File: src/rtl/large_array_write_ila_pkg.sv
`default_nettype none
// ---------------------------------------------------------------------------
// large_array_pkg : shared sizing for the LargeArray ILA READ/WRITE models
// Revision: 1.0
// ---------------------------------------------------------------------------
package large_array_pkg;

    localparam int ADDR_W_DFLT = 4;
    localparam int DATA_W_DFLT = 8;
    localparam int CNT_W_DFLT  = 8;
    localparam int DEPTH       = 2 ** ADDR_W_DFLT;
    localparam int CNT_MAX     = (2 ** CNT_W_DFLT) - 1;

endpackage : large_array_pkg
`default_nettype wire

File: src/rtl/large_array_write_ila_if.sv
`default_nettype none
// ---------------------------------------------------------------------------
// large_array_write_ila_if : instruction inputs and array observation outputs
// Revision: 1.0
// ---------------------------------------------------------------------------
import large_array_pkg::*;

interface large_array_write_ila_if #(
    parameter int ADDR_W = ADDR_W_DFLT,
    parameter int DATA_W = DATA_W_DFLT,
    parameter int CNT_W  = CNT_W_DFLT
);
    logic                   start;
    logic [ADDR_W-1:0]      addr;
    logic [DATA_W-1:0]      data;
    logic                   wen;
    logic                   ren;
    logic [ADDR_W-1:0]      peek_addr;
    logic                   decode_of_write;
    logic                   valid;
    logic [DATA_W-1:0]      peek_data;
    logic [2**ADDR_W-1:0]   written_mask;
    logic [DATA_W-1:0]      last_wdata;
    logic [CNT_W-1:0]       write_cnt;

    modport master (
        output start, addr, data, wen, ren, peek_addr,
        input  decode_of_write, valid, peek_data, written_mask, last_wdata, write_cnt
    );

    modport slave (
        input  start, addr, data, wen, ren, peek_addr,
        output decode_of_write, valid, peek_data, written_mask, last_wdata, write_cnt
    );

endinterface : large_array_write_ila_if
`default_nettype wire

File: src/rtl/large_array_write_ila_counter.sv
`default_nettype none
// ---------------------------------------------------------------------------
// large_array_inst_counter : saturating instruction-start counter
// Revision: 1.0
// ---------------------------------------------------------------------------
import large_array_pkg::*;

module large_array_inst_counter #(
    parameter int CNT_W = CNT_W_DFLT
) (
    input  wire logic             clk,
    input  wire logic             rst_n,
    input  wire logic             start_i,
    input  wire logic             load_i,
    output logic [CNT_W-1:0]      cnt_o
);

    localparam logic [CNT_W-1:0] c_cnt_max = '1;
    localparam logic [CNT_W-1:0] c_cnt_one = CNT_W'(1);

    logic [CNT_W-1:0] cnt_q;
    logic [CNT_W-1:0] cnt_d;

    // Zero means "no write seen yet" and must never start counting by itself.
    always_comb begin
        cnt_d = cnt_q;
        if (start_i) begin
            if (load_i) begin
                cnt_d = c_cnt_one;
            end else if ((cnt_q != '0) && (cnt_q != c_cnt_max)) begin
                cnt_d = cnt_q + c_cnt_one;
            end
        end
    end

    always_ff @(posedge clk or negedge rst_n) begin
        if (!rst_n) begin
            cnt_q <= '0;
        end else begin
            cnt_q <= cnt_d;
        end
    end

    assign cnt_o = cnt_q;

endmodule : large_array_inst_counter
`default_nettype wire

File: src/rtl/large_array_write_ila.sv
`default_nettype none
// ---------------------------------------------------------------------------
// large_array_write_ila : WRITE instruction model of the LargeArray ILA
// Revision: 1.0
// ---------------------------------------------------------------------------
import large_array_pkg::*;

module large_array_write_ila #(
    parameter int ADDR_W = ADDR_W_DFLT,
    parameter int DATA_W = DATA_W_DFLT,
    parameter int CNT_W  = CNT_W_DFLT
) (
    input  wire logic                 clk,
    input  wire logic                 rst_n,
    large_array_write_ila_if.slave    bus
);

    localparam int c_depth = 2 ** ADDR_W;

    logic [DATA_W-1:0]  mem_q [c_depth];
    logic [c_depth-1:0] mask_q;
    logic [DATA_W-1:0]  last_wdata_q;
    logic               w_decode;
    logic               w_valid;
    logic               w_commit;

    // READ wins a wen/ren collision, keeping the two decodes disjoint.
    assign w_decode = bus.wen & ~bus.ren;
    assign w_valid  = 1'b1;
    assign w_commit = bus.start & w_valid & w_decode;

    always_ff @(posedge clk or negedge rst_n) begin
        if (!rst_n) begin
            for (int i = 0; i < c_depth; i++) begin
                mem_q[i] <= '0;
            end
            mask_q       <= '0;
            last_wdata_q <= '0;
        end else if (w_commit) begin
            mem_q[bus.addr]  <= bus.data;
            mask_q[bus.addr] <= 1'b1;
            last_wdata_q     <= bus.data;
        end
    end

    large_array_inst_counter #(
        .CNT_W (CNT_W)
    ) u_inst_counter (
        .clk     (clk),
        .rst_n   (rst_n),
        .start_i (bus.start),
        .load_i  (w_commit),
        .cnt_o   (bus.write_cnt)
    );

    assign bus.decode_of_write = w_decode;
    assign bus.valid           = w_valid;
    assign bus.peek_data       = mem_q[bus.peek_addr];
    assign bus.written_mask    = mask_q;
    assign bus.last_wdata      = last_wdata_q;

endmodule : large_array_write_ila
`default_nettype wire

File: src/flat_wrapper.sv
// flat-port wrapper written by rule: the top's interface ports become plain ports
module large_array_write_ila_flat 
#(
    parameter int ADDR_W = ADDR_W_DFLT,
    parameter int DATA_W = DATA_W_DFLT,
    parameter int CNT_W  = CNT_W_DFLT
)
  (clk, rst_n, bus_start, bus_addr, bus_data, bus_wen, bus_ren, bus_peek_addr, bus_decode_of_write, bus_valid, bus_peek_data, bus_written_mask, bus_last_wdata, bus_write_cnt);
  large_array_write_ila_if #(.ADDR_W(ADDR_W), .DATA_W(DATA_W), .CNT_W(CNT_W)) bus_i ();
  input  wire logic clk;
  input  wire logic rst_n;
  input wire logic [$bits(bus_i.start)-1:0] bus_start;
  input wire logic [$bits(bus_i.addr)-1:0] bus_addr;
  input wire logic [$bits(bus_i.data)-1:0] bus_data;
  input wire logic [$bits(bus_i.wen)-1:0] bus_wen;
  input wire logic [$bits(bus_i.ren)-1:0] bus_ren;
  input wire logic [$bits(bus_i.peek_addr)-1:0] bus_peek_addr;
  output wire logic [$bits(bus_i.decode_of_write)-1:0] bus_decode_of_write;
  output wire logic [$bits(bus_i.valid)-1:0] bus_valid;
  output wire logic [$bits(bus_i.peek_data)-1:0] bus_peek_data;
  output wire logic [$bits(bus_i.written_mask)-1:0] bus_written_mask;
  output wire logic [$bits(bus_i.last_wdata)-1:0] bus_last_wdata;
  output wire logic [$bits(bus_i.write_cnt)-1:0] bus_write_cnt;
  assign bus_i.start = bus_start;
  assign bus_i.addr = bus_addr;
  assign bus_i.data = bus_data;
  assign bus_i.wen = bus_wen;
  assign bus_i.ren = bus_ren;
  assign bus_i.peek_addr = bus_peek_addr;
  assign bus_decode_of_write = bus_i.decode_of_write;
  assign bus_valid = bus_i.valid;
  assign bus_peek_data = bus_i.peek_data;
  assign bus_written_mask = bus_i.written_mask;
  assign bus_last_wdata = bus_i.last_wdata;
  assign bus_write_cnt = bus_i.write_cnt;
  large_array_write_ila #(.ADDR_W(ADDR_W), .DATA_W(DATA_W), .CNT_W(CNT_W)) u_core (.clk(clk), .rst_n(rst_n), .bus(bus_i));
endmodule
File: config.mk
export PLATFORM = sky130hd
export DESIGN_NAME = large_array_write_ila_flat
export DESIGN_NICKNAME = d
export VERILOG_FILES = /design/src/rtl/large_array_write_ila_pkg.sv /design/src/rtl/large_array_write_ila_if.sv /design/src/rtl/large_array_write_ila_counter.sv /design/src/rtl/large_array_write_ila.sv /design/src/flat_wrapper.sv
export SDC_FILE = /design/constraint.sdc
export NUM_CORES = 1
export LEC_CHECK = 0
export CAP_MARGIN = 10
export CORE_MARGIN = 3
export CORE_UTILIZATION = 33
export DETAILED_ROUTE_END_ITERATION = 8
export DONT_BUFFER_PORTS = 1
export PLACE_DENSITY_LB_ADDON = 0.25
export SETUP_SLACK_MARGIN = 0.3
export SLEW_MARGIN = 40
export SYNTH_ARGS = -nofsm -noshare
export SYNTH_HDL_FRONTEND = slang
export SYNTH_SLANG_ARGS = --single-unit
File: constraint.sdc
create_clock -name clk -period 6.85 [get_ports clk]
set_clock_uncertainty 0.1 [all_clocks]
set_input_delay 1.37 -clock clk [delete_from_list [all_inputs] [get_ports clk]]
set_output_delay 1.37 -clock clk [all_outputs]
set_load 0.02 [all_outputs]
# Yosys cells after proc, flatten, opt, wreduce, memory -nomap -nowiden
# Cells that the tools add are included.
# Widths: inputs -> output; s select.
classes:
  mux: 10
  n_bitwise: 6
  eq_ne: 1
  n_addsub: 1
  n_lt_le_gt_ge: 5
  reduce_logical: 6
op_table:
  columns: ["cell", "count"]
  rows:
  - ["$bwmux 128", 1]
  - ["$mux 8", 5]
  - ["$bmux 8 s4", 1]
  - ["$demux 8 s4", 1]
  - ["$or 16x16->16", 1]
  - ["$ge 5x5->1 const B", 2]
  - ["$not 4->5", 2]
  - ["$add 8x1->8 const B", 1]
  - ["$ne 8x8->1 const B", 1]
  - ["$reduce_bool 8->1", 1]
  - ["$lt 4x5->1 const B", 1]
  - ["$lt 5x1->1 const B", 1]
  - ["$demux 1 s4", 1]
  - ["$ge 4x1->1 const B", 1]
  - ["$logic_and 1x1->1", 3]
  - ["$and 1x1->1", 2]
  - ["$reduce_and 2->1", 1]
  - ["$reduce_bool 2->1", 1]
  - ["$mux 1", 1]
  - ["$not 1->1", 1]
word_totals:
  output_inout_bits: 42
  reg_bits: 160

# Depth between registers and ports, before layout
logic_depth:
  word_depth: 6
  depth_mapped: 6
  depth_no_buf: 6

# Hierarchy
# Synthesis repeated with hierarchy kept, for this count alone.
hier_totals:
  hier_cells: 483
  hier_area_um2: 7328.3
modules_own_cells:
  columns: ["mod", "n_inst", "area_per_inst_um2", "cells_per_inst"]
  rows:
  - ["large_array_write_ila", 1, 6806.5, 435]
  - ["large_array_inst_counter", 1, 521.8, 48]

# Worst setup path before layout
# Ideal clock, no wire load.
synth_timing:
  kind: "in2out"
  start: "in bus_peek_addr[0]"
  end: "out bus_peek_data[1]"
  path_buffers: 2
  arrival_time_ns: 2.751
  setup_slack_ns: 2.629
  stages: 5
  path_cell_list: "clkbuf_1 -> buf_2 -> mux4_2 -> a22oi_1 -> nand2_1"
synth_between:
  elab_chain_cells: 4
synth_rtl:
  columns: ["item", "line", "source"]
  rows:
  - ["start: declaration", "flat_wrapper.sv:17", "input wire logic [$bits(bus_i.peek_addr)-1:0] bus_peek_addr;"]
  - ["$not 4->5 (not written as such)", "large_array_write_ila.sv:58", "assign bus.peek_data = mem_q[bus.peek_addr];"]
  - ["$bmux 8 s4", "large_array_write_ila.sv:58", null]
  - ["$mux 8 (not written as such) (2 in series)", "large_array_write_ila.sv:58", null]
  - ["end: declaration", "flat_wrapper.sv:20", "output wire logic [$bits(bus_i.peek_data)-1:0] bus_peek_data;"]
# Every way passes these cells. The select of a mux whose other input is x is not followed.

# Worst setup path in the final report
layout_timing:
  start: "in bus_peek_addr[0]"
  end: "out bus_peek_data[4]"
# The elaborated chain is that of the path after synthesis.

==> metrics.txt <==
Synthesis Warnings 0; Fill cells 1961; DRT iter0 DRCs 234; Int Pwr 1.95 mW; Req. time, crit path 5380 ps; Sw Ratio 23.7%; Residual DRC 0; layout cells sized above 1 43.1%; distinct cell type count after synthesis 43; clock power share 42.5%; leakage power 3.72 nW; input/output buffers 0; gr ovfl total 0; most common library cell in the layout ignoring fill and taps dfrtp_1; post-route cell area 0.00804 mm²; Slew headroom 50.7%; Fin Setup TNS 0 ps; maxcap violations 0; Comb power frac 10.1%; diode count 0; die area 0.0234 mm²; synthesized area 0.00712 mm²; PD cells 319 mW/mm²; WS Path Type input pin to primary output; clk buf depth 2; Critical Path AT 2340 ps; Area Growth Syn to Fin 12.9%; Power, Total 2.56 mW; Initial Util 33.8%; largest net degree at the start of global routing 161; Clock Latency Late Sink 410 ps; vias 4026; Synth Net Count 508; sequential power share 47.5%; RSZ-0062 raised after global routing false; R2R cell count 6; CTS tree yes; sequential fraction of the synthesis area 56.2%; Final Setup Violations 0; min-delay worst type flip-flop to flip-flop; post-cts sizing count 0; Worst VDD drop 0.000150 V; antenna-violating nets left 0; number of synthesized flops with an enable pin 0; Vias/cell 5.26; final hold vios 0; drt first pass iters 4; CP Launch Point bus_peek_addr[0]; worst reg-to-reg setup slack 4570 ps; worst slew pin tran 737 ps; die width 153 µm; Hold WS 402 ps; critical path startpoint category input pin; post-synth top area cell dfrtp_1; kind of end point of the critical path primary output; RD Place Congestion 0.736; clock root buffer master clkbuf_16; vias in the first global route 4401; Core Region 0.0211 mm²; Cells after Synth 485; DR WL/cell 22.1 µm; ys async rst share 100%; Routed WL 16900 µm; Max Freq 263 MHz; hold path start u_core.mem_q[0]$_DFFE_PN0P_; Sw Pwr 0.607 mW; total track usage 15.1%; Post-DP Area 0.00735 mm²; Yosys top cell area share 56.2%; #FFs+latches synth 160; num ports 63; Num CTS Buffers 17; minimum clock period 3810 ps; post-CTS setup buffers 0; fin crit share 55.6%; H-tree levels 4; first-pass GRT wire length 26800 µm; DIE HEIGHT 153 µm; Area contributors post-synth dfrtp_1 56%, mux2_2 20%, mux4_2 10%, nand2_1 2.3%, a22oi_1 1.8%; commonest non-fill, non-tap cells in the layout 160 x dfrtp_1, 127 x mux2_2, 43 x nand2_1; Avg Inst Size Synth 14.7 µm²; Max Slew Vio Count 0; ys flop type dfrtp_1; Worst Hold Depth 1; r2r endpoint u_core.u_inst_counter.cnt_o[0]$_DFFE_PN0P_; Sink Count 160; initial antenna violation count 0; worst r2r src u_core.u_inst_counter.cnt_o[0]$_DFFE_PN0P_; Final nets 500; hold buffer count at CTS 0; Final HPWL DP 10600 µm; FP Rows 53; crit-path max FO 32; outcome completed; worst setup path endpoint bus_peek_data[4]; Worst-path clk slew 60 ps
## worst min-delay path by stage
stage          slack (ps)                            end
6_report              400    u_core.mem_q[0]$_DFFE_PN0P_
5_1_grt               420  u_core.mem_q[119]$_DFFE_PN0P_
4_1_cts               400    u_core.mem_q[0]$_DFFE_PN0P_
3_5_place_dp          390    u_core.mem_q[0]$_DFFE_PN0P_
3_3_place_gp          360  u_core.mem_q[126]$_DFFE_PN0P_
2_1_floorplan         350  u_core.mem_q[126]$_DFFE_PN0P_
## worst max-delay path, stage by stage
cell and delay, ps:
mux4_2 490, a22oi_1 220, nand2_1 240
## final cells by class
cell class	count	area, µm²	share of cell area (%)
clock buffers	22	474	5.90
clock inverters	10	205	2.55
inverters	6	22.5	0.280
multi-input cells	292	2990	37.2
flip-flops and latches	160	4000	49.8
well taps	275	344	4.28
## state kept, by name, indices dropped and copies added, names as in the netlist
name	flops
u_core.bus.last_wdata	8
u_core.bus.written_mask	16
u_core.mem_q	128
u_core.u_inst_counter.cnt_o	8
## power groups by stage
stage | registers [mW] | logic, mW | clock network [mW]
detailed placement | 1.23 | 0.260 | 0
floorplan | 1.20 | 0.242 | 0
finish | 1.22 | 0.257 | 1.09
global route | 1.23 | 0.283 | 1.16
CTS | 1.22 | 0.261 | 1.11
global placement | 1.23 | 0.252 | 0
## logic make-up after synthesis
logic type,share of synthesized area [%]
adders and majority gates,0.351
buffers and inverters,1.93
AOI/OAI and AO/OA,3.43
DFF,56.2
other,0.0527
muxes,30.4
and+or+nand+nor,7.64
## synth_stat cells (2+ instances only)
cell        n
nand3_1     5
o41ai_1     2
buf_1       2
dfrtp_1   160
inv_1       6
a22oi_1    17
nor3_4      2
nor2_4      3
nand2_1    43
nand2b_1   11
mux2_2    127
nor2_2      3
a21oi_1     2
o211a_1     2
mux4_2     32
or2_2       8
buf_4       2
nand4_1     3
nor2_1      5
ha_1        2
clkbuf_1   18
nor2b_1     4
buf_2       5
nor3_1      2
## per-stage QoR
step | std cells | utilization (%) | worst slack, ps
finish | 765 | 38.1 | 3040
CTS | 765 | 38.1 | 2810
global placement | 733 | 34.9 | 2810
floorplan | 485 | - | 2630
detailed placement | 733 | 34.9 | 2850
global route | 765 | 38.1 | 3000
## per-layer routing
metal,track usage [%],share of wire [%],vias up
li1,-,-,1760
met1,20.2,44,2155
met5,0,0,-
met2,23.9,48,95
met3,4.84,7.1,16
met4,4.03,1.7,0
No activity file was read; power rests on OpenSTA's default activity.
